## src/rtl/key_debounce_pkg.sv

```systemverilog
// ============================================================================
// Module  : key_debounce_pkg
// Brief   : Shared state encoding and counter-width helper for key_debounce.
// Revision: 1.0 - initial release
// ============================================================================
`default_nettype none

package key_debounce_pkg;

  localparam logic [1:0] c_idle  = 2'd0;
  localparam logic [1:0] c_db_dn = 2'd1;
  localparam logic [1:0] c_held  = 2'd2;
  localparam logic [1:0] c_db_up = 2'd3;

  // A counter must be at least one bit wide even for tiny parameter values.
  function automatic int cnt_width(input int n);
    return (n > 1) ? $clog2(n) : 1;
  endfunction

endpackage

`default_nettype wire

```

## src/rtl/key_debounce_ch.sv

```systemverilog
// ============================================================================
// Module  : key_debounce_ch
// Brief   : One key channel: 2-flop synchronizer, debounce FSM, long-press timer.
// Revision: 1.0 - initial release
// ============================================================================
`default_nettype none

module key_debounce_ch
  import key_debounce_pkg::*;
#(
  parameter int DEBOUNCE_CYCLES = 250_000,
  parameter int LONG_CYCLES     = 25_000_000
) (
  input  logic clk_i,
  input  logic rst_n_i,
  input  logic key_ni,
  output logic level_o,
  output logic press_o,
  output logic release_o,
  output logic long_o
);

  localparam int DBW = cnt_width(DEBOUNCE_CYCLES);
  localparam int HW  = cnt_width(LONG_CYCLES);

  logic [1:0]     r_sync;
  logic [1:0]     r_state;
  logic [1:0]     w_state_nxt;
  logic [DBW-1:0] r_db_cnt;
  logic [HW-1:0]  r_hold_cnt;
  logic           r_long_done;
  logic           r_press;
  logic           r_release;
  logic           r_long;
  logic           w_key;
  logic           w_db_done;
  logic           w_hold_top;
  logic           w_press;
  logic           w_release;
  logic           w_long;
  logic           w_level;

  assign w_key      = r_sync[1];
  assign w_db_done  = (r_db_cnt == DBW'(DEBOUNCE_CYCLES - 1));
  assign w_hold_top = (r_hold_cnt == HW'(LONG_CYCLES - 1));

  always_ff @(posedge clk_i or negedge rst_n_i) begin
    if (!rst_n_i) begin
      r_sync      <= 2'b11;
      r_state     <= c_idle;
      r_db_cnt    <= '0;
      r_hold_cnt  <= '0;
      r_long_done <= 1'b0;
      r_press     <= 1'b0;
      r_release   <= 1'b0;
      r_long      <= 1'b0;
    end else begin
      r_sync    <= {r_sync[0], key_ni};
      r_state   <= w_state_nxt;
      r_press   <= w_press;
      r_release <= w_release;
      r_long    <= w_long;

      if (w_state_nxt != r_state)
        r_db_cnt <= '0;
      else if ((r_state == c_db_dn || r_state == c_db_up) && !w_db_done)
        r_db_cnt <= r_db_cnt + DBW'(1);

      // The hold count still advances on the cycle HELD is left, and stays frozen in DB_UP.
      if (w_press)
        r_hold_cnt <= '0;
      else if (r_state == c_held && !w_hold_top)
        r_hold_cnt <= r_hold_cnt + HW'(1);

      if (w_release)
        r_long_done <= 1'b0;
      else if (w_long)
        r_long_done <= 1'b1;
    end
  end

  always_comb begin
    w_state_nxt = r_state;
    case (r_state)
      c_idle:  if (!w_key) w_state_nxt = c_db_dn;
      c_db_dn: if (w_key) w_state_nxt = c_idle;
               else if (w_db_done) w_state_nxt = c_held;
      c_held:  if (w_key) w_state_nxt = c_db_up;
      c_db_up: if (!w_key) w_state_nxt = c_held;
               else if (w_db_done) w_state_nxt = c_idle;
      default: w_state_nxt = c_idle;
    endcase
  end

  always_comb begin
    w_press   = (r_state == c_db_dn) && !w_key && w_db_done;
    w_release = (r_state == c_db_up) && w_key && w_db_done;
    w_long    = (r_state == c_held) && w_hold_top && !r_long_done;
    w_level   = (r_state == c_held) || (r_state == c_db_up);
  end

  assign level_o   = w_level;
  assign press_o   = r_press;
  assign release_o = r_release;
  assign long_o    = r_long;

endmodule

`default_nettype wire

```

## src/rtl/key_debounce.sv

```systemverilog
// ============================================================================
// Module  : key_debounce
// Brief   : N_KEYS independent debounced push-button channels.
// Revision: 1.0 - initial release
// ============================================================================
`default_nettype none

module key_debounce
  import key_debounce_pkg::*;
#(
  parameter int N_KEYS          = 2,
  parameter int DEBOUNCE_CYCLES = 250_000,
  parameter int LONG_CYCLES     = 25_000_000
) (
  input  logic              clk_i,
  input  logic              rst_n_i,
  input  logic [N_KEYS-1:0] key_ni,
  output logic [N_KEYS-1:0] level_o,
  output logic [N_KEYS-1:0] press_o,
  output logic [N_KEYS-1:0] release_o,
  output logic [N_KEYS-1:0] long_o
);

  for (genvar g = 0; g < N_KEYS; g++) begin : g_ch
    key_debounce_ch #(
      .DEBOUNCE_CYCLES(DEBOUNCE_CYCLES),
      .LONG_CYCLES    (LONG_CYCLES)
    ) u_ch (
      .clk_i    (clk_i),
      .rst_n_i  (rst_n_i),
      .key_ni   (key_ni[g]),
      .level_o  (level_o[g]),
      .press_o  (press_o[g]),
      .release_o(release_o[g]),
      .long_o   (long_o[g])
    );
  end

endmodule

`default_nettype wire

```

## config.mk

```make
export PLATFORM = sky130hd
export DESIGN_NAME = key_debounce
export DESIGN_NICKNAME = d
export VERILOG_FILES = /design/src/rtl/key_debounce_pkg.sv /design/src/rtl/key_debounce_ch.sv /design/src/rtl/key_debounce.sv
export SDC_FILE = /design/constraint.sdc
export NUM_CORES = 1
export LEC_CHECK = 0
export ABC_AREA = 1
export CORE_MARGIN = 3
export CORE_UTILIZATION = 63
export CTS_CLUSTER_DIAMETER = 200
export DETAILED_ROUTE_END_ITERATION = 10
export PLACE_DENSITY = 0.8
export RECOVER_POWER = 50
export SYNTH_ARGS = -nofsm -noshare
export SYNTH_HDL_FRONTEND = slang
export SYNTH_SLANG_ARGS = --single-unit
```

## constraint.sdc

```tcl
create_clock -name clk_i -period 2 [get_ports clk_i]
set_clock_uncertainty 0.15 [all_clocks]
set_input_delay 0.3 -clock clk_i [delete_from_list [all_inputs] [get_ports clk_i]]
set_output_delay 0.3 -clock clk_i [all_outputs]
set_load 0.01 [all_outputs]
```

==> impl_metrics.env, run 1 <==
export IMPL_outcome="finished clean"
export IMPL_final_period_utilization=0.965
export IMPL_startpoint_type="flip-flop"
export IMPL_postSynthRegisterBits=102
export IMPL_mostFrequentLayoutCell="sky130_fd_sc_hd__nand2_1"
export IMPL_crit_chain="nand2_1 -> nor2_1 -> nand4_1 -> nor2_1 -> nor2_2 -> nand3b_1 -> nand2_1"
export IMPL_critPathKind="flip-flop to flip-flop"
export IMPL_grt_start_max_net_pins=50
export IMPL_antenna_nets_post_route=0
export IMPL_hold_end="g_ch[1].u_ch.r_sync[1]"
export IMPL_report_final_hold_viol_count=0
export IMPL_hold_path_startpoint="g_ch[1].u_ch.r_sync[0]"
export IMPL_wl_per_cell_um=13.3
export IMPL_post_dp_hpwl_um=11200
export IMPL_timing_setup_tns_ns=0
export IMPL_synth_area_per_cell_um2=6.78
export IMPL_total_of_warnings_raised_by_yosys=0
export IMPL_antenna_cells_inserted=0
export IMPL_timing_critical_path_max_delay_family="simple AND/OR/NAND/NOR gates"
export IMPL_worst_hold_path_type="flip-flop to flip-flop"
export IMPL_synth_async_reset_ratio=1.00
export IMPL_synth_edf_count=0
export IMPL_fin_crit_ns=1.93
export IMPL_leakage_nw=3.55
export IMPL_drt_pass1_iterations=5
export IMPL_sequential_area_um2=2560
export IMPL_most_frequent_cells_in_the_layout="sky130_fd_sc_hd__nand2_1 (319), sky130_fd_sc_hd__nor2_1 (146), sky130_fd_sc_hd__nand3_1 (138)"
export IMPL_synthesis_nets=988
export IMPL_cts_made_buffers=9
export IMPL_critical_path_endpoint_type="flip-flop"
export IMPL_h_tree_depth=3
export IMPL_cts_sinks=102
export IMPL_globalRoute_busiestLayer="met2"
export IMPL_hold_ws_ns=0.211
export IMPL_slew_viol_final=0
export IMPL_grt_util_met3=0.0568
export IMPL_drt_vias_per_instance=5.44
export IMPL_syn_to_final_growth_pct=9.59
export IMPL_cellPowerDensity_nw_per_um2=470
export IMPL_cp_slowest_stage_delay_ns=0.39
export IMPL_dieArea_um2=11800
export IMPL_global_route_wire_length_before_repair_um=26900
export IMPL_timing_critical_path_slowest_stage_cell="sky130_fd_sc_hd__dfrtp_1"
export IMPL_dieWidth_um=109
export IMPL_worst_slew_pin_transition_ns=0.777
export IMPL_ir_drop_uv=475
export IMPL_slew_limit_headroom=0.482
export IMPL_cts_root_buffer_type="sky130_fd_sc_hd__clkbuf_8"
export IMPL_post_dp_cell_area_um2=7060
export IMPL_reg2regPathDepth=7
export IMPL_fmax_mhz=518
export IMPL_regToRegEndpoint="g_ch[1].u_ch.r_hold_cnt[0]"
export IMPL_synth_cells=980
export IMPL_ctsLongestPathBuffers=2
export IMPL_synth_flop_cell="sky130_fd_sc_hd__dfrtp_1"
export IMPL_floorplan_initialDensity=0.664
export IMPL_gp_congestion=0.999
export IMPL_core_area_um2=10000
export IMPL_hold_path_cell_count=0
export IMPL_grt_antenna_before_repair=0
export IMPL_register_to_register_setup_slack_ns=0.07
export IMPL_finalSetupViolCount=0
export IMPL_final_nets=1019
export IMPL_crit_arrival_ns=2.06
export IMPL_total_area_of_multi_input_combinational_cells_um2=3570
export IMPL_worstReg2RegStart="g_ch[1].u_ch.r_hold_cnt[21]"
export IMPL_detailroute_via_count=6255
export IMPL_clk_insertion_delay_late_ns=0.39
export IMPL_groute_layer_met1_usage=0.381
export IMPL_final_layout_size_suffix_gt1_frac=0.0856
export IMPL_final_wl_um=15300
export IMPL_drv_cap=0
export IMPL_die_height_um=109
export IMPL_crit_fanout=12
export IMPL_synth_seq_area_share=0.385
export IMPL_clock_tree_from_tritoncts="built"
export IMPL_grt_overflow_total=0
export IMPL_ios=12
export IMPL_final_instance_count_excl_fill=1149
export IMPL_dpl_cell_count=1130
export IMPL_fillerInstances=828
export IMPL_std_cell_rows=36
export IMPL_route_detailed_drc=0
export IMPL_synthesis_area_um2=6640
export IMPL_critPathRequiredTime_ns=2.13
export IMPL_stdcell_area_um2=7280
export IMPL_drt_iter0_markers=453
export IMPL_synth_distinct_cells=31
export IMPL_clk_transition_reported_paths_ns=0.10
export IMPL_io_buffers=11
export IMPL_global_route_usage_met2=0.468
export IMPL_gr_usage_all_layers=0.281
export IMPL_utilization=0.728
export IMPL_grt_pass1_vias=6014
export IMPL_bufs_and_invs_on_worst_path=0
metrics by stage:
stage	worst slack, ns	power (mW)
after floorplan	0.155	2.18
after global placement	-0.0710	2.26
after detailed placement	-0.143	2.26
after CTS	0.0361	3.47
after global routing	-0.00859	3.55
final	0.0700	3.42
synthesized netlist by cell type, types with 2 or more instances:
cell                       count  area share
sky130_fd_sc_hd__buf_2        12      0.0090
sky130_fd_sc_hd__buf_4         8      0.0090
sky130_fd_sc_hd__buf_6         6       0.010
sky130_fd_sc_hd__clkbuf_1     10      0.0057
sky130_fd_sc_hd__clkinv_1      2      0.0011
sky130_fd_sc_hd__dfrtp_1      98        0.37
sky130_fd_sc_hd__dfstp_2       4       0.016
sky130_fd_sc_hd__ha_1          4      0.0075
sky130_fd_sc_hd__inv_1        87       0.049
sky130_fd_sc_hd__nand2_1     320        0.18
sky130_fd_sc_hd__nand3_1     140        0.11
sky130_fd_sc_hd__nand3_2       3      0.0045
sky130_fd_sc_hd__nand3b_1     25       0.028
sky130_fd_sc_hd__nand4_1      18       0.017
sky130_fd_sc_hd__nor2_1      147       0.083
sky130_fd_sc_hd__nor2_2        3      0.0028
sky130_fd_sc_hd__nor2_4        2      0.0034
sky130_fd_sc_hd__nor3_1       23       0.017
sky130_fd_sc_hd__nor4_1        2      0.0019
sky130_fd_sc_hd__o21ai_0      12      0.0090
sky130_fd_sc_hd__xnor2_1       7      0.0092
sky130_fd_sc_hd__xor2_1       38       0.050
sequential cells by signal, summed over array words and instances, names as in the netlist:
signal / cells
g_ch.u_ch.r_state: 4
g_ch.u_ch.press_o: 2
g_ch.u_ch.r_long_done: 2
g_ch.u_ch.long_o: 2
g_ch.u_ch.r_hold_cnt: 50
g_ch.u_ch.r_sync: 4
g_ch.u_ch.r_db_cnt: 36
g_ch.u_ch.release_o: 2
logic make-up after synthesis:
group,Yosys count,share of synthesized area
adder cells (fa/ha/maj),4,0.00753
buffers and inverters,127,0.0857
AND/OR/NAND/NOR,687,0.449
XOR/XNOR,45,0.0593
AO/OA/AOI/OAI,15,0.0134
flip-flops,102,0.385
report_power, final:
group	switching [mW]	leakage (nW)	internal (mW)
combinational	0.100	2.06	0.0322
clock	0.743	0.0875	0.462
sequential	0.00949	1.40	2.08
final cells by class:
class                      instances  area share
inverter                          91      0.0478
clock buffer                      10      0.0175
tap                              133      0.0229
clock inverter                     6     0.00601
multi-input combinational        752       0.490
sequential                       102       0.351
timing repair buffer              55      0.0646
layer usage:
metal | wire length [µm] | up-vias
met5 | 0 | -
met4 | 170 | 0
met3 | 679 | 16
met2 | 7320 | 154
met1 | 7110 | 2925
li1 | - | 3160
what timing repair did:
action                     4_1_cts  5_1_grt
pin swaps                        0        1
gates cloned                     0        1
hold buffers                     1        0
setup endpoints to repair       25       82
buffers inserted                 0        1
resized for setup                1       11
hold endpoints to repair        27        0
worst max path at each step:
stage,to,cells past startpoint,start,slack (ns)
6_report,g_ch[1].u_ch.r_hold_cnt[0],7,g_ch[1].u_ch.r_hold_cnt[21],0.07
5_1_grt,g_ch[1].u_ch.r_hold_cnt[16],9,g_ch[1].u_ch.r_hold_cnt[0],-0.009
4_1_cts,g_ch[0].u_ch.r_db_cnt[13],8,g_ch[0].u_ch.r_db_cnt[1],0.04
3_5_place_dp,g_ch[1].u_ch.r_hold_cnt[7],8,g_ch[1].u_ch.r_hold_cnt[0],-0.14
3_3_place_gp,g_ch[1].u_ch.r_hold_cnt[18],8,g_ch[1].u_ch.r_hold_cnt[0],-0.07
2_1_floorplan,g_ch[0].u_ch.r_hold_cnt[17],11,g_ch[0].u_ch.r_hold_cnt[0],0.15
No activity file was read; power rests on OpenSTA's default activity.
==> inputs of run 2 (changes only) <==
Settings changed: MAX_ROUTING_LAYER set to met4.
==> run 2 against run 1 <==
- flip-flop and latch count unchanged
- worst setup slack better by 0.028 ns
- clock-buffer cell count up 1
- hold slack worse by 0.099 ns
- clock power up 7%
- via count up 2.0%
- critical endpoint is now level_o[0]
- die area unchanged
- utilization up 0.85 points
- largest cell class unchanged
- wire length up 3.5%
- sequential power about the same
- first-iteration DRC count down 0.66%
- register-to-register slack better by 0.04 ns
==> impl_metrics.env, run 2 (same netlist as run 1, synthesis figures left out) <==
export IMPL_ctsLongestPathBuffers=2
export IMPL_antenna_cells_inserted=0
export IMPL_most_frequent_cells_in_the_layout="sky130_fd_sc_hd__nand2_1 (320), sky130_fd_sc_hd__nor2_1 (145), sky130_fd_sc_hd__nand3_1 (139)"
export IMPL_crit_arrival_ns=1.45
export IMPL_bufs_and_invs_on_worst_path=1
export IMPL_setup_ws_ns=0.0980
export IMPL_worst_slew_pin_transition_ns=0.974
export IMPL_final_instance_count_excl_fill=1158
export IMPL_max_flop_register="g_ch.u_ch.r_hold_cnt"
export IMPL_route_detailed_drc=0
export IMPL_grt_antenna_before_repair=0
export IMPL_clk_transition_reported_paths_ns=0.10
export IMPL_drv_cap=0
export IMPL_combPwrFrac=0.037
export IMPL_crit_fanout=7
export IMPL_clk_insertion_delay_late_ns=0.40
export IMPL_drt_vias_per_instance=5.51
export IMPL_global_route_wire_length_before_repair_um=27200
export IMPL_final_nets=1028
export IMPL_drt_iter0_markers=450
export IMPL_core_area_um2=10000
export IMPL_floorplan_initialDensity=0.664
export IMPL_grt_overflow_total=0
export IMPL_cts_sinks=102
export IMPL_int_power_mw=2.64
export IMPL_fmax_mhz=526
export IMPL_critPathRequiredTime_ns=1.55
export IMPL_utilization=0.737
export IMPL_rsz0062_at_grt="no"
export IMPL_cts_root_buffer_type="sky130_fd_sc_hd__clkbuf_8"
export IMPL_io_buffers=11
export IMPL_cts_made_buffers=9
export IMPL_dieArea_um2=11800
export IMPL_slew_viol_final=0
export IMPL_mostFrequentLayoutCell="sky130_fd_sc_hd__nand2_1"
export IMPL_startpoint_type="flip-flop"
export IMPL_final_layout_size_suffix_gt1_frac=0.0927
export IMPL_pwr_share_clk=0.370
export IMPL_fin_crit_ns=1.90
export IMPL_critical_path_endpoint_type="output pin"
export IMPL_p_sw_mw=0.880
export IMPL_post_dp_hpwl_um=11200
export IMPL_critPathKind="flip-flop to output pin"
export IMPL_dpl_cell_count=1139
export IMPL_wl_per_cell_um=13.7
export IMPL_fillerInstances=846
export IMPL_total_area_of_multi_input_combinational_cells_um2=3560
export IMPL_reg_largest_list="g_ch.u_ch.r_hold_cnt (50), g_ch.u_ch.r_db_cnt (36)"
export IMPL_final_period_utilization=0.951
export IMPL_crit_chain="clkdlybuf4s50_1"
export IMPL_ios=12
export IMPL_die_height_um=109
export IMPL_dieWidth_um=109
export IMPL_report_final_hold_viol_count=0
export IMPL_preCtsSetupSlack_ns=-0.215
export IMPL_antenna_nets_post_route=0
export IMPL_syn_to_final_growth_pct=10.9
export IMPL_grt_start_max_net_pins=63
export IMPL_stdcell_area_um2=7370
export IMPL_ir_drop_uv=502
export IMPL_final_wl_um=15800
export IMPL_timing_critical_path_slowest_stage_cell="sky130_fd_sc_hd__clkdlybuf4s50_1"
export IMPL_cp_slowest_stage_delay_ns=0.59
export IMPL_finalSetupViolCount=0
export IMPL_slew_limit_headroom=0.350
export IMPL_post_dp_cell_area_um2=7140
export IMPL_hold_ws_ns=0.112
export IMPL_design_power_mw=3.52
export IMPL_gr_usage_all_layers=0.294
export IMPL_p_seq_frac=0.593
export IMPL_leakage_nw=3.60
export IMPL_clock_tree_from_tritoncts="built"
export IMPL_timing_critical_path_max_delay_family="buffers and inverters"
export IMPL_detailroute_via_count=6380
export IMPL_cellPowerDensity_nw_per_um2=478
export IMPL_timing_setup_tns_ns=0
export IMPL_largest_register_ffs=50
export IMPL_worst_hold_path_type="input pin to async pin"
export IMPL_swShare=0.250
export IMPL_std_cell_rows=36
export IMPL_drt_pass1_iterations=5
export IMPL_grt_pass1_vias=6060
export IMPL_outcome="finished clean"
export IMPL_sequential_area_um2=2560
export IMPL_h_tree_depth=3
export IMPL_gp_congestion=0.984
==> run 2: timing repair <==
| action | 4_1_cts | 5_1_grt |
|---|---|---|
| resized for setup | 1 | 10 |
| cloned | 0 | 1 |
| hold buffers | 1 | 0 |
| buffers inserted | 0 | 1 |
| pin swaps | 0 | 1 |
| endpoints found under the setup margin | 25 | 54 |
| endpoints found under the hold margin | 101 | 0 |
==> run 2: final cells by class <==
type / count / area share
Multi-Input combinational cell: 752 / 0.483
Inverter: 91 / 0.0477
Clock buffer: 11 / 0.0206
Timing Repair Buffer: 64 / 0.0732
Clock inverter: 5 / 0.00561
Tap cell: 133 / 0.0226
Sequential cell: 102 / 0.347
==> run 2: path summary, 6_finish.rpt <==
kind,startpoint,to,slack [ns],cells after the start
hold / removal,rst_n_i,g_ch[1].u_ch.r_hold_cnt[21],0.11,2
max in group asynchronous,rst_n_i,g_ch[1].u_ch.r_state[1],0.42,3
hold reg to reg,g_ch[1].u_ch.r_sync[0],g_ch[1].u_ch.r_sync[1],0.21,0
setup reg to reg,g_ch[0].u_ch.r_db_cnt[1],g_ch[0].u_ch.r_db_cnt[13],0.11,8
min in group clk_i,g_ch[1].u_ch.r_sync[0],g_ch[1].u_ch.r_sync[1],0.21,0
setup / recovery,g_ch[0].u_ch.r_state[1],level_o[0],0.1,1
==> run 2: metal layers <==
layer  vias to the layer above  part of all wire  global-route usage
met5                         -                 0                   -
met1                      3002              0.45               0.374
li1                       3171                 -                   -
met3                        26             0.052              0.0521
met4                         0             0.018              0.0875
met2                       181              0.48               0.486
==> run 2: power groups by stage <==
stage	clock (mW)	combinational, mW	sequential (mW)
after floorplan	0	0.0495	2.13
after global placement	0	0.132	2.13
after detailed placement	0	0.136	2.13
after CTS	1.34	0.139	2.09
after global routing	1.43	0.151	2.09
final	1.30	0.131	2.09
==> inputs of run 3 (changes only) <==
Settings changed: PLACE_DENSITY 0.8 to not set, PLACE_DENSITY_LB_ADDON set to 0.12.
==> run 3 against run 2 <==
- sequential power about the same
- highest routed layer unchanged
- critical endpoint is now g_ch[1].u_ch.r_hold_cnt[11]
- cell count fell by 1.0%
- utilization shrank 1.0 points
- combinational power barely moved
- flip-flop and latch count did not move
- die area did not move
- clock-buffer cell count rose by 1
- sequential share of layout area increased by 0.48 points
- first-iteration DRC count down 2.0%
- fmax is 1.0% higher
==> impl_metrics.env, run 3 (same netlist as run 1, synthesis figures left out) <==
export IMPL_outcome="finished clean"
export IMPL_drt_iter0_markers=441
export IMPL_worstReg2RegStart="g_ch[1].u_ch.r_hold_cnt[12]"
export IMPL_final_wl_um=15500
export IMPL_clk_transition_reported_paths_ns=0.10
export IMPL_dieWidth_um=109
export IMPL_slew_limit_headroom=0.514
export IMPL_drt_pass1_iterations=5
export IMPL_hold_path_cell_count=0
export IMPL_io_buffers=11
export IMPL_global_route_wire_length_before_repair_um=27100
export IMPL_rsz0062_at_grt="yes"
export IMPL_crit_arrival_ns=2.06
export IMPL_mostFrequentLayoutCell="sky130_fd_sc_hd__nand2_1"
export IMPL_detailroute_via_count=6314
export IMPL_crit_chain="nand2_1 -> nor3_1 -> nand3_2 -> buf_4 -> o21ai_4 -> buf_12 -> nand3_1 -> nand2_1"
export IMPL_reg_largest_list="g_ch.u_ch.r_hold_cnt (50), g_ch.u_ch.r_db_cnt (36)"
export IMPL_register_to_register_setup_slack_ns=0.12
export IMPL_cellPowerDensity_nw_per_um2=481
export IMPL_most_frequent_cells_in_the_layout="sky130_fd_sc_hd__nand2_1 (320), sky130_fd_sc_hd__nor2_1 (145), sky130_fd_sc_hd__nand3_1 (139)"
export IMPL_timing_critical_path_slowest_stage_cell="sky130_fd_sc_hd__dfrtp_1"
export IMPL_slew_viol_final=0
export IMPL_die_height_um=109
export IMPL_cts_made_buffers=9
export IMPL_setup_ws_ns=0.118
export IMPL_fin_crit_ns=1.88
export IMPL_ios=12
export IMPL_leakage_nw=3.54
export IMPL_critical_path_endpoint_type="flip-flop"
export IMPL_worst_slew_pin_transition_ns=0.729
export IMPL_timing_critical_path_mode_cell="sky130_fd_sc_hd__nand2_1"
export IMPL_startpoint_type="flip-flop"
export IMPL_gr_usage_all_layers=0.291
export IMPL_worst_hold_path_type="flip-flop to flip-flop"
export IMPL_drv_cap=0
export IMPL_core_area_um2=10000
export IMPL_final_nets=1016
export IMPL_preCtsSetupSlack_ns=-0.167
export IMPL_finalSetupViolCount=0
export IMPL_regToRegEndpoint="g_ch[1].u_ch.r_hold_cnt[11]"
export IMPL_grt_antenna_before_repair=0
export IMPL_reg2regPathDepth=8
export IMPL_max_flop_register="g_ch.u_ch.r_hold_cnt"
export IMPL_timing_setup_tns_ns=0
export IMPL_post_dp_hpwl_um=11400
export IMPL_wl_per_cell_um=13.5
export IMPL_ctsLongestPathBuffers=2
export IMPL_cts_root_buffer_type="sky130_fd_sc_hd__clkbuf_8"
export IMPL_clk_insertion_delay_late_ns=0.39
export IMPL_cts_sinks=102
export IMPL_gp_congestion=0.999
export IMPL_grt_pass1_vias=6048
export IMPL_grt_overflow_total=0
export IMPL_antenna_cells_inserted=0
export IMPL_fmax_mhz=531
export IMPL_ir_drop_uv=562
export IMPL_grt_start_max_net_pins=50
export IMPL_utilization=0.727
export IMPL_floorplan_initialDensity=0.664
export IMPL_syn_to_final_growth_pct=9.36
export IMPL_largest_register_ffs=50
export IMPL_report_final_hold_viol_count=0
export IMPL_critPathKind="flip-flop to flip-flop"
export IMPL_final_period_utilization=0.941
export IMPL_hold_path_startpoint="g_ch[1].u_ch.r_sync[0]"
export IMPL_hold_end="g_ch[1].u_ch.r_sync[1]"
export IMPL_drt_vias_per_instance=5.51
export IMPL_design_power_mw=3.49
export IMPL_crit_fanout=25
export IMPL_h_tree_depth=3
export IMPL_cp_slowest_stage_delay_ns=0.42
export IMPL_post_cts_buffers=0
export IMPL_clock_tree_from_tritoncts="built"
export IMPL_final_layout_size_suffix_gt1_frac=0.0780
export IMPL_dieArea_um2=11800
export IMPL_critPathRequiredTime_ns=2.17
export IMPL_route_detailed_drc=0
export IMPL_std_cell_rows=36
export IMPL_antenna_nets_post_route=0
run 3: power breakdown:
part	total, mW	leakage, nW	switching (mW)	internal [mW]
combinational	0.132	2.04	0.0981	0.0335
sequential	2.09	1.40	0.0143	2.08
clock	1.27	0.0930	0.743	0.526
total	3.49	3.54	0.855	2.64
run 3: how the worst max path moves through the flow:
| stage | from | endpoint | slack (ns) | cells after the start |
|---|---|---|---|---|
| 3_3_place_gp | g_ch[1].u_ch.r_hold_cnt[0] | g_ch[1].u_ch.r_hold_cnt[14] | -0.06 | 8 |
| 4_1_cts | g_ch[0].u_ch.r_db_cnt[1] | g_ch[0].u_ch.r_db_cnt[11] | 0.04 | 8 |
| 6_report | g_ch[1].u_ch.r_hold_cnt[12] | g_ch[1].u_ch.r_hold_cnt[11] | 0.12 | 8 |
| 2_1_floorplan | g_ch[0].u_ch.r_hold_cnt[0] | g_ch[0].u_ch.r_hold_cnt[17] | 0.15 | 11 |
| 5_1_grt | g_ch[1].u_ch.r_hold_cnt[0] | g_ch[1].u_ch.r_hold_cnt[20] | -0.02 | 8 |
| 3_5_place_dp | g_ch[1].u_ch.r_hold_cnt[0] | g_ch[1].u_ch.r_hold_cnt[9] | -0.17 | 8 |
run 3: area by class of cell:
cell class              count  area, µm²
clock buffers              12        155
clock inverters             4       30.0
fillers                   833       2730
inverters                  91        348
multi-input cells         751       3550
flip-flops and latches    102       2560
well taps                 133        166
repair buffers             53        463
run 3: worst max-delay path: cells and delay by family (launching register included):
| family | cells | cell delay (ns) |
|---|---|---|
| AND/OR/NAND/NOR | 5 | 0.72 |
| flip-flops | 1 | 0.42 |
| buffers and inverters | 2 | 0.35 |
| AO/OA/AOI/OAI | 1 | 0.17 |
run 3: routing by layer:
layer	share of wire	vias to the layer above	wire, µm	global-route usage
met5	0	-	0	-
met4	0.014	0	223	0.0766
met3	0.053	23	825	0.0639
met2	0.48	160	7430	0.474
met1	0.45	2979	7000	0.371
li1	-	3152	-	-
run 3: timing repair:
item | 4_1_cts | 5_1_grt
hold buffers | 1 | 0
hold endpoints to repair | 22 | 0
pin swaps | 0 | 0
endpoints found under the setup margin | 30 | 43
resized for setup | 2 | 7
run 3: per-stage QoR:
step,cell area [µm²],hold slack [ns],std cells
global route,7270,0.222,1146
global placement,7080,0.110,1129
detailed placement,7080,0.115,1129
floorplan,6640,-0.146,980
CTS,7280,0.140,1146
finish,7270,0.210,1146
==> edit 1 (config.mk and constraints of run 3) <==
`LONG_CYCLES` is set to 25_000_000 in 2 places; all go to 50_000_000.
--- a/src/rtl/key_debounce_ch.sv
+++ b/src/rtl/key_debounce_ch.sv
@@ -9,7 +9,7 @@
   import key_debounce_pkg::*;
 #(
   parameter int DEBOUNCE_CYCLES = 250_000,
-  parameter int LONG_CYCLES     = 25_000_000
+  parameter int LONG_CYCLES     = 50_000_000
 ) (
   input  logic clk_i,
   input  logic rst_n_i,
--- a/src/rtl/key_debounce.sv
+++ b/src/rtl/key_debounce.sv
@@ -10,7 +10,7 @@
 #(
   parameter int N_KEYS          = 2,
   parameter int DEBOUNCE_CYCLES = 250_000,
-  parameter int LONG_CYCLES     = 25_000_000
+  parameter int LONG_CYCLES     = 50_000_000
 ) (
   input  logic              clk_i,
   input  logic              rst_n_i,
Function: same outputs for any inputs over 10 cycles, from zero or initial values and one cycle with rst_n_i low; that may be too few to reach the edited logic, so the function may still have changed.
==> edit 1 against run 3 <==
  * Total power increased by 1.2%
  * Cell area increased by 2.6%
  * Setup slack got worse by 0.0040 ns
  * Sequential cell count increased by 2
  * Routed wire length increased by 1.9%
  * Area after synthesis increased by 1.8%
  * Clock power about the same
==> edit 1: results (changes against run 3) <==
[outcome]
status=finished clean

[detailed_routing]
vias=6315  ; +0.016%
wl_met3_um=860  ; +4.2%
wire_per_inst_um=13.6  ; +0.97%
drt-met1-wl_um=7130  ; +1.8%

[critical_path]
crit_arrival_ns=1.44  ; -0.62 ns
cp_top_family=buffers and inverters
reg2reg_from=g_ch[0].u_ch.r_hold_cnt[1]
r2r-end=g_ch[0].u_ch.r_hold_cnt[0]
worstPathMaxFanout=4  ; -84%
cp_slowest_cell=clkdlybuf4s50_1
worstRegToRegCells=9  ; +1

[layout]
signal_buffers=57  ; +7.5%
multi_input_cells=770  ; +2.5%
drive_above_1_share_pct=9.40  ; +1.6 points
clkCellAreaFrac_pct=2.45  ; -0.098 points
design_area_mm2=0.00745  ; +2.6%
largest_reg_flops=52  ; +4.0%
multi_input_area_share_pct=49.4  ; +0.62 points
fin_nets=1024  ; +0.79%
fillers=898  ; +7.8%
buf_share_pct=7.08  ; +0.71 points
inverters=74  ; -19%
biggestRegsByFlops=g_ch.u_ch.r_hold_cnt x52, g_ch.u_ch.r_db_cnt x36
regArea_mm2=0.00261  ; +2.0%
n_clock_buffer=11  ; -1

[synthesis]
synth_compound_area_share_pct=1.78  ; +0.44 points
ys_types=35  ; +13%
synth_fa_ha_area_share_pct=0.740  ; -0.013 points
synth_common_cells=323 x nand2_1, 153 x nand3_1, 141 x nor2_1, 100 x dfrtp_1, 62 x inv_1
avgSynthCellArea_um2=6.87  ; +1.4%
synth-xor-area-share_pct=6.47  ; +0.54 points
yosysSeqAreaShare_pct=38.5  ; +0.056 points
ys_ff_latch=104  ; +2.0%

[cts]
cts_resized=1  ; -1

[global_route]
met2_usage_pct=46.5  ; -0.93 points
track_usage_pct=28.9  ; -0.27 points
grt_pass1_wl_um=26600  ; -1.7%
first_global_vias=5695  ; -5.8%
grt_use_met3_pct=5.17  ; -1.2 points
met1_usage_pct=38.1  ; +0.98 points

[place]
placed_cells=1139  ; +0.89%
placed_cell_area_mm2=0.00723  ; +2.2%
place.gp.congestion=0.971  ; -2.8%

[min_path]
holdPathEnd=g_ch[0].u_ch.r_sync[1]
hp-start=g_ch[0].u_ch.r_sync[0]

[timing]
worst_slew_pin_slew_ns=1.07  ; +0.346 ns
fin_crit_sh_pct=94.3  ; +0.20 points
whs_ns=0.211  ; +0.000715 ns

[power]
ir_drop_v=0.000539  ; -4.1%
p_int_w=0.00265  ; +0.44%
leakagePower_nw=3.63  ; +2.7%

-- edit 1: cell count changes in the layout (fill, tap and decap cells not counted), sizes merged, moves of 5 or more --
cell	change
o21ai	+5
buf	+8
clkbuf	-5
inv	-18
nor3	-14
nand3	+10
-- edit 1: worst max-delay path by stage --
stage,startpoint,to,depth (start not counted)
2_1_floorplan,g_ch[0].u_ch.r_hold_cnt[0],g_ch[0].u_ch.r_hold_cnt[23],9
3_3_place_gp,g_ch[0].u_ch.r_hold_cnt[0],g_ch[0].u_ch.r_hold_cnt[0],8
3_5_place_dp,g_ch[0].u_ch.r_hold_cnt[0],g_ch[0].u_ch.r_hold_cnt[6],8
4_1_cts,g_ch[0].u_ch.r_hold_cnt[1],g_ch[0].u_ch.r_hold_cnt[0],9
5_1_grt,g_ch[0].u_ch.r_db_cnt[0],g_ch[0].u_ch.r_db_cnt[9],8
6_report,g_ch[0].u_ch.r_state[1],level_o[0],2
==> edit 2 (flow settings as in run 3) <==
Made on the original files. Put a register stage on the output `level_o`, without a reset. The value now appears one clock later. The other outputs are not delayed to match.
--- a/src/rtl/key_debounce.sv
+++ b/src/rtl/key_debounce.sv
@@ -21,6 +21,8 @@
   output logic [N_KEYS-1:0] long_o
 );
 
+  logic [N_KEYS-1:0] level_d;
+
   for (genvar g = 0; g < N_KEYS; g++) begin : g_ch
     key_debounce_ch #(
       .DEBOUNCE_CYCLES(DEBOUNCE_CYCLES),
@@ -29,13 +31,17 @@
       .clk_i    (clk_i),
       .rst_n_i  (rst_n_i),
       .key_ni   (key_ni[g]),
-      .level_o  (level_o[g]),
+      .level_o  (level_d[g]),
       .press_o  (press_o[g]),
       .release_o(release_o[g]),
       .long_o   (long_o[g])
     );
   end
 
+  always_ff @(posedge clk_i) begin
+      level_o <= level_d;
+  end
+
 endmodule
 
 `default_nettype wire
Behaviour: no difference found for any inputs over 10 cycles, from zero or initial values and one cycle with rst_n_i low; that may be too few to reach the edited logic, so the function may still have changed.
==> edit 2 against run 3 <==
  * Setup slack improved by 0.0034 ns
  * Largest power group unchanged
  * Total power increased by 6.4%
  * Largest cell class unchanged
  * Cell area increased by 3.8%
  * Routed wire length about the same
  * Critical endpoint is now g_ch[1].u_ch.r_hold_cnt[16]
  * Area after synthesis increased by 0.24%
  * Sequential cell count increased by 2
  * First-iteration DRC count increased by 1.6%
==> edit 2: results (changes against run 3) <==
[outcome]
status=finished clean

[global_route]
grt_use_met3_pct=6.04  ; -0.36 points
met2_usage_pct=45.2  ; -2.2 points
grt_pass1_wl_um=26800  ; -1.0%
met1_usage_pct=38.8  ; +1.6 points
track_usage_pct=29.0  ; -0.10 points
first_global_vias=5940  ; -1.8%

[timing]
slew_headroom_pct=45.5  ; -6.0 points
whs_ns=0.213  ; +0.00289 ns
finalCriticalPeriod_ns=1.88  ; -0.00343 ns

[power]
ir_drop_v=0.000745  ; +33%
p_int_w=0.00269  ; +2.1%
combPwrFrac_pct=5.2  ; +1.4 points
p_per_area_mw_per_mm2=493  ; +2.5%
leakagePower_nw=3.69  ; +4.5%

[detailed_routing]
routed_wl_um=15500  ; about the same
wl_met3_um=866  ; +5.0%
viasPerCell=5.42  ; -1.6%
vias=6412  ; +1.6%
drtPass1Iterations=6  ; +1
drt-initial-drc-count=448  ; +1.6%

[synthesis]
synth-xor-area-share_pct=5.79  ; -0.15 points
async_reset_ff_share_pct=98.1  ; -1.9 points
synthTopCellsByArea=dfrtp_1 37%, nand2_1 18%, nand3_1 11%, nor2_1 8.1%, inv_1 4.8%
yosysSeqAreaShare_pct=39.0  ; +0.51 points
ys_ff_latch=104  ; +2.0%
synth_compound_area_share_pct=1.58  ; +0.24 points
syn-num-nets=994  ; +0.61%

[layout]
multi_input_cells=757  ; +0.80%
seq_share_pct=34.4  ; -0.75 points
fillers=810  ; -2.8%
multi_input_area_share_pct=47.3  ; -1.5 points
inverters=95  ; +4.4%
signal_buffers=78  ; +47%
clkCellAreaFrac_pct=2.72  ; +0.17 points
syn2layout_area_growth_pct=13.2
fin_nets=1053  ; +3.6%
drive_above_1_share_pct=10.8  ; +3.0 points

[place]
hpwlAfterDp_um=11100  ; -3.3%
placed_cells=1164  ; +3.1%
pre_cts_ws_ns=-0.156  ; +0.0107 ns
place.gp.congestion=0.955  ; -4.4%
placed_cell_area_mm2=0.00730  ; +3.1%

[critical_path]
cp_slowest_cell=nor2_2
reg2reg_from=g_ch[1].u_ch.r_hold_cnt[0]
cpPeakStageDelay_ns=0.50  ; +0.08 ns

[cts]
clk_pin_slew_worst_paths_ns=0.12  ; +0.02 ns

-- edit 2: cell count changes after synthesis, sizes merged, moves of 5 or more --
cell / run 3 / this run
xnor2: 7 / 12
inv: 89 / 94
xor2: 38 / 32
nor3: 23 / 28
nand3: 143 / 155
nand3b: 25 / 15
-- edit 2: final timing paths --
path                                                to
max                        g_ch[1].u_ch.r_hold_cnt[16]
min                             g_ch[0].u_ch.r_sync[1]
max reg2reg                g_ch[1].u_ch.r_hold_cnt[16]
min reg2reg                     g_ch[0].u_ch.r_sync[1]
max in group asynchronous       g_ch[0].u_ch.r_sync[0]
min in group asynchronous     g_ch[1].u_ch.r_db_cnt[9]
-- edit 2: what timing repair did --
action / 4_1_cts / 5_1_grt
endpoints found under the hold margin: 29 / 0
pin swaps: 0 / 3
setup endpoints to repair: 50 / 34
cloned: 0 / 2
hold buffers: 1 / 0
resized for setup: 2 / 9
